===== src/rtl/slope_recon.sv =====
// slope_recon: slope-delta reconstructor.
// Integrates +step / -step on the posen / negen strobes, tracks the current
// slope direction and run length, and captures the turning-point value on
// every direction reversal (peak on RISE->FALL, valley on FALL->RISE).
// The direction register is visible on the 'state' port.
//
// Build option: define SLOPE_RECON_SAT_EN to clamp overflow/underflow to the
// signed range and raise a sticky 'sat' flag. Without it results wrap modulo
// 2^WIDTH and 'sat' is tied to 0.
module slope_recon #(
    parameter int WIDTH = 16,
    parameter int RUN_W = 8
) (
    input  logic             clk,
    input  logic             reset,
    input  logic             en,
    input  logic             load,
    input  logic [WIDTH-1:0] init,
    input  logic             posen,
    input  logic             negen,
    input  logic [WIDTH-1:0] step,
    output logic [WIDTH-1:0] dataout,
    output logic [1:0]       state,
    output logic [RUN_W-1:0] run,
    output logic [WIDTH-1:0] peak,
    output logic [WIDTH-1:0] valley,
    output logic             ext_valid,
    output logic             err,
    output logic             sat
);

    typedef enum logic [1:0] {
        IDLE = 2'b00,
        RISE = 2'b01,
        FALL = 2'b10
    } dir_t;

`ifdef SLOPE_RECON_SAT_EN
    localparam bit SAT_EN = 1'b1;
`else
    localparam bit SAT_EN = 1'b0;
`endif

    localparam logic [WIDTH-1:0] MAX_POS = {1'b0, {(WIDTH-1){1'b1}}};
    localparam logic [WIDTH-1:0] MIN_NEG = {1'b1, {(WIDTH-1){1'b0}}};

    dir_t             dir_q;
    logic             sat_q;
    logic [WIDTH:0]   sum;
    logic             ovf_hi;
    logic             ovf_lo;
    logic [WIDTH-1:0] next_data;
    logic             stepping;
    dir_t             new_dir;

    assign state    = dir_q;
    assign sat      = SAT_EN ? sat_q : 1'b0;
    assign stepping = en & (posen ^ negen);
    assign new_dir  = posen ? RISE : FALL;

    // WIDTH+1-bit signed add/subtract; the top two bits disagreeing means
    // the true result left the WIDTH-bit signed range.
    always_comb begin
        sum       = '0;
        next_data = '0;
        if (posen) begin
            sum = {dataout[WIDTH-1], dataout} + {1'b0, step};
        end else begin
            sum = {dataout[WIDTH-1], dataout} - {1'b0, step};
        end
        ovf_hi = ~sum[WIDTH] & sum[WIDTH-1];
        ovf_lo = sum[WIDTH] & ~sum[WIDTH-1];
        if (SAT_EN && ovf_hi) begin
            next_data = MAX_POS;
        end else if (SAT_EN && ovf_lo) begin
            next_data = MIN_NEG;
        end else begin
            next_data = sum[WIDTH-1:0];
        end
    end

    // Direction FSM plus all registered outputs; load outranks en.
    always_ff @(posedge clk or posedge reset) begin
        if (reset) begin
            dir_q     <= IDLE;
            dataout   <= '0;
            run       <= '0;
            peak      <= '0;
            valley    <= '0;
            ext_valid <= 1'b0;
            err       <= 1'b0;
            sat_q     <= 1'b0;
        end else if (load) begin
            dir_q     <= IDLE;
            dataout   <= init;
            run       <= '0;
            ext_valid <= 1'b0;
            err       <= 1'b0;
            sat_q     <= 1'b0;
        end else begin
            ext_valid <= 1'b0;
            if (en && posen && negen) begin
                // Conflicting strobes: no movement, remember the fault.
                err <= 1'b1;
            end else if (stepping) begin
                dataout <= next_data;
                dir_q   <= new_dir;
                if (SAT_EN && (ovf_hi || ovf_lo)) begin
                    sat_q <= 1'b1;
                end
                if (new_dir == dir_q) begin
                    if (run != {RUN_W{1'b1}}) begin
                        run <= run + 1'b1;
                    end
                end else begin
                    run <= {{(RUN_W-1){1'b0}}, 1'b1};
                end
                // Capture the pre-step value only on a true reversal;
                // leaving IDLE is not a turning point.
                if (dir_q == RISE && new_dir == FALL) begin
                    peak      <= dataout;
                    ext_valid <= 1'b1;
                end else if (dir_q == FALL && new_dir == RISE) begin
                    valley    <= dataout;
                    ext_valid <= 1'b1;
                end
            end
        end
    end

endmodule


===== config.mk =====
export PLATFORM = sky130hd
export DESIGN_NAME = slope_recon
export DESIGN_NICKNAME = d
export VERILOG_FILES = /design/src/rtl/slope_recon.sv
export SDC_FILE = /design/constraint.sdc
export NUM_CORES = 1
export LEC_CHECK = 0
export CAP_MARGIN = 20
export CORE_MARGIN = 1
export CORE_UTILIZATION = 49
export DETAILED_ROUTE_END_ITERATION = 10
export PLACE_DENSITY = 0.8
export SYNTH_ARGS = -nofsm -noshare
export SYNTH_HDL_FRONTEND = slang
export SYNTH_SLANG_ARGS = --single-unit

===== constraint.sdc =====
create_clock -name clk -period 2.5 [get_ports clk]
set_input_delay 0.375 -clock clk [delete_from_list [all_inputs] [get_ports clk]]
set_output_delay 0.375 -clock clk [all_outputs]
set_load 0.02 [all_outputs]

After elaboration in Yosys (flattened, before gate mapping). Cells that the tools add are included.

$add $sub $neg: 3. Equality and inequality tests: 8. Muxes and demuxes: 20. Bitwise gates (word level): 5. Reduce and logical (&&, ||, !) cells: 10.

Operators by type and width (number): two-way mux 16 bit (4); two-way mux 8 bit (5); adder 16 bit (1); subtractor 16 bit (1); adder 8 x 1 -> 8 bit (second input constant) (1); two-way mux 2 bit (4); inequality test 8 bit (second input constant) (1); two-way mux 1 bit (7); AND reduction 5 bit (1); equality test 2 x 1 -> 1 bit (second input constant) (2); equality test 2 bit (second input constant) (2); logical AND 1 bit (4); AND reduction 4 bit (1); nonzero test 2 bit (2); inequality test 3 x 2 -> 1 bit (second input constant) (1); NOT 1 bit (3); AND reduction 3 bit (1); equality test 2 bit (1); inequality test 2 bit (second input constant) (1); AND reduction 2 bit (1); bitwise AND 1 bit (1); XOR 1 bit (1).

Register bits after elaboration: 60.

Depth between registers and ports, before layout.
Word-level depth: 8. Gate-level depth with buffers: 13.

Worst setup path before layout. OpenSTA, ideal clock, no wires.

Kind: input to register. Start point: input step[6]. End point: register dataout[15]. Data arrival time: 2.819 ns. Path slack: -0.447 ns. Cell stages on the path: 12. Cell sequence: or4_1 or2_2 nor3_1 a21oi_1 xnor2_1 ha_1 o21a_1 o211ai_1 o211a_1 o41ai_1 xnor2_1 o21ai_0.

Longest elaborated chain between the ends: 5.

RTL lines: start, declared (line 21) `input logic [WIDTH-1:0] step,`; subtractor 16 bit / adder 16 bit (equally long branches) (line 69, 67); two-way mux 16 bit (*) (line 66) `if (posen) begin`; two-way mux 16 bit (*) (line 105) `end else if (stepping) begin`; two-way mux 16 bit (*) (line 102) `if (en && posen && negen) begin`; two-way mux 16 bit (*) (line 93) `end else if (load) begin`; end signal, assigned (line 95) `dataout <= init;`; end signal, assigned (line 106) `dataout <= next_data;`; end, declared (line 22) `output logic [WIDTH-1:0] dataout,`.

Every way passes the cells marked *; elsewhere a longest branch is shown, timed or not. The select of a mux whose other input is x is not followed. A chain may end at the register's enable or synchronous reset.

Worst setup path after layout.
Start point: input step[3]. End point: register dataout[15].

The elaborated chain is that of the path after synthesis.

==> summary.txt <==
Critical path
  – Slowest CP cell: or4_4
  – Crit path cell chain: buf_6, or4_4, or2_4, nor3_4, a31oi_2, xor2_1, ha_1, buf_4, nand2_1, o41ai_2, xnor2_1, o21ai_1
  – Crit Path Max Fanout: 3
  – Critical setup path kind: input pin to register
  – Buffers plus inverters on the worst setup path: 2
  – Top delay family on crit path: simple AND/OR/NAND/NOR gates
  – Startpoint Class: input pin
  – Critical Path RT: ~2700 ps
  – Crit path capture type: register
  – Delay of the slowest cell on the worst path: 520 ps
  – CP arrival: between 2000 and 3000 ps

Die
  – Die width: about 88 um
  – Initial Util: around half
  – # IOs: 99
  – FP Rows: 31
  – CORE AREA: ~0.0073 mm2
  – DIE AREA: between 0.007 and 0.008 mm2
  – Die Y: between 80 and 90 um

Timing
  – Setup violations, final: 6
  – FMAX: about 0.37 GHz
  – RSZ-0062 raised after global routing: yes
  – Slew Limit Fails: 0
  – Slew margin rel.: a little under two thirds
  – Worst hold slack: 398.0 ps
  – Final period util: 108.4%
  – Slew @ Worst Pin: roughly 540 ps
  – Worst Clk Skew: 9.318 ps
  – Final Hold Fails: 0
  – Final setup margin: -210.1 ps
  – Min Tclk post-route: 2710 ps

Layout
  – Non-Filler Instances: 630
  – Post-route design area: approximately 0.0056 mm2
  – Most common cell after layout, fill and taps aside: clkdlybuf4s50_1
  – Layout area overhead: 54.24%
  – Fraction of layout instances using a drive strength above 1: 31.64%
  – Filler instances: roughly 470
  – Most frequent cells in the layout: clkdlybuf4s50_1 (85), buf_4 (66), dfrtp_1 (60), nand2_1 (28), mux2_2 (24)
  – Layout Nets: ~600
  – Antenna Cells: 0

Outcome
  – Status: finished, violations left
  – Violated checks: negative setup slack

Drt
  – Via count: 3,509
  – DRT Pass-1 Iters: 5
  – Final wirelength: between 10,000 and 15,000 um
  – Wire per inst: between 15 and 20 um
  – Post-route ant nets: 0
  – # DRC: 0
  – 1st-iter DRT viols: 192
  – Vias per std cell: 5.570

Clock tree
  – Max clock buf depth: 2
  – Post-CTS Hold Fix Bufs: 0
  – H-tree levels: 3
  – Root Buffer Master: clkbuf_8
  – Clk slew on worst S/H paths: about 70 ps
  – Clock Sinks: 60
  – CTS buffer count: 9
  – CTS tree: done
  – Worst-skew pair later-pin latency: 340 ps

Yosys
  – Top_reg_cell synth: dfrtp_1
  – Post-synth EDFFs: 0
  – Net count after synthesis: roughly 420
  – Synth Area in Simple Gates: a little over an eighth
  – YS warnings: 0
  – Post-synthesis sequential area ratio: about two fifths
  – Syn_area_per_cell: between 10 and 15 um2
  – Synth Cell Area: about 0.0037 mm2
  – Multiplexer area fraction after synthesis: 13.29%
  – Async SR Flop Fraction: 100.0%
  – Unique masters post-synth: between 40 and 50
  – Main combinational cell family by area after synthesis: compound AO/OA/AOI/OAI gates
  – Post-Synth Adder-Cell Area: 7.724%
  – Synth Register Bits: 60
  – Post-Synth XOR/XNOR Area: 7.656%
  – Mapped Cells: about 360
  – Synth Area in Compound Gates: 13.60%

Min path
  – Hold Crit Class: input pin to asynchronous set/reset pin

Global routing
  – Overflow after GRT: 0
  – Initial antenna violation count: 0
  – Largest net degree at the start of global routing: 45
  – Number of global-route vias before repair: around 3,300
  – First-pass GRT wire length: about 17,000 um
  – GRT Total Usage: between 20% and 30%

Placement
  – Placed insts: just over 600
  – Gpl congestion: 0.9805
  – Worst slack, placed: -907.3 ps
  – Post-DP HPWL: 7317 um
  – IO Port Bufs: 97
  – Area post-placement: ~0.0052 mm2

Pwr
  – PD cells: approximately 700 mW/mm2
  – Worst vdd ir: 348.7 uV
  – Pwr Total: slightly below 0.004 W
  – Leak Pwr: 2.604 nW

Run
  – Max Cap Viol: 0
-- cells in the mapped netlist, types with 2 or more instances --
master | n | area share (%)
o211ai_1 | 5 | 1.0
xor2_1 | 12 | 2.9
o211a_1 | 2 | 0.55
mux2_4 | 9 | 3.7
nand4_1 | 4 | 0.68
a31oi_1 | 6 | 1.0
nand3_1 | 7 | 0.96
nor3b_1 | 7 | 1.4
dfrtp_1 | 60 | 41
o21bai_1 | 4 | 0.82
nor2_1 | 23 | 2.4
nand4b_1 | 2 | 0.48
xnor2_1 | 20 | 4.8
nor3_1 | 11 | 1.5
ha_1 | 21 | 7.2
o21ai_0 | 21 | 2.9
buf_6 | 2 | 0.62
nand2_1 | 28 | 2.9
mux2_2 | 25 | 7.7
inv_1 | 11 | 1.1
mux2i_1 | 7 | 1.9
a21oi_1 | 33 | 4.5
a21o_1 | 7 | 1.4
nand3b_1 | 2 | 0.41
or4_1 | 2 | 0.41
clkbuf_1 | 13 | 1.3
-- power by group --
group,internal (W),total (W),switching [W]
combinational,0.000893,0.00171,0.000817
clock,0.000583,0.000970,0.000386
sequential,0.00111,0.00125,0.000138
total,0.00259,0.00393,0.00134
-- state kept, by name, summed over array words and instances (netlist names) --
signal and flops:
dataout 16, peak 16, ext_valid 1, err 1
state 2, run 8, valley 16
-- layer usage --
layer	share of wire (%)	track usage [%]
met3	5.9	5.037
met2	50	48.04
met5	0	0
met4	2.3	8.798
met1	42	36.09
-- worst register-to-register path, stage by stage, from the launching register on --
cell and delay [ps]:
dfrtp_1 430, ha_1 240, fa_2 360, a21oi_2 170, o211ai_1 110, buf_4 170
a21oi_4 180, o21ai_2 90, o211a_1 240
-- area by class of cell --
class | instances | area [um2] | area share (%)
flip-flops and latches | 60 | 1501 | 26.59
clock buffers | 11 | 141.4 | 2.504
well taps | 99 | 123.9 | 2.194
multi-input cells | 276 | 2247 | 39.80
clock inverters | 4 | 73.82 | 1.307
inverters | 11 | 41.29 | 0.7312
repair buffers | 169 | 1518 | 26.88
-- what timing repair did --
item / in CTS / in global routing
gates resized for setup: 60 / 25
endpoints found under the setup margin: 28 / 13
pin swaps: 27 / 25
setup buffers: 7 / 2
-- stage by stage --
| stage | utilization [%] | TNS [ps] |
|---|---|---|
| 3_3_place_gp | 71.36 | -15760 |
| 2_1_floorplan | - | -716.2 |
| 5_1_grt | 77.85 | -1422 |
| 4_1_cts | 76.37 | -846.9 |
| 3_5_place_dp | 71.36 | -18280 |
| 6_report | 77.85 | -766.8 |
-- cells by family after synthesis --
group	count (synthesis)
adder cells (fa/ha/maj)	22
XOR/XNOR	32
buffers and inverters	28
multiplexers	41
AND/OR/NAND/NOR	96
other	1
flip-flops	60
AO/OA/AOI/OAI	84
-- final timing paths --
kind	start	endpoint	slack [ps]	depth (start not counted)
worst max-delay path	step[3]	dataout[15]	-210	12
worst min register to register	peak[10]	peak[10]	500	1
min in group clk	peak[10]	peak[10]	500	1
max in group asynchronous	reset	dataout[14]	1520	3
worst max register to register	dataout[0]	dataout[12]	390	8
worst min-delay path	reset	ext_valid	400	2
Note: power is estimated with default switching activity, not from simulation.
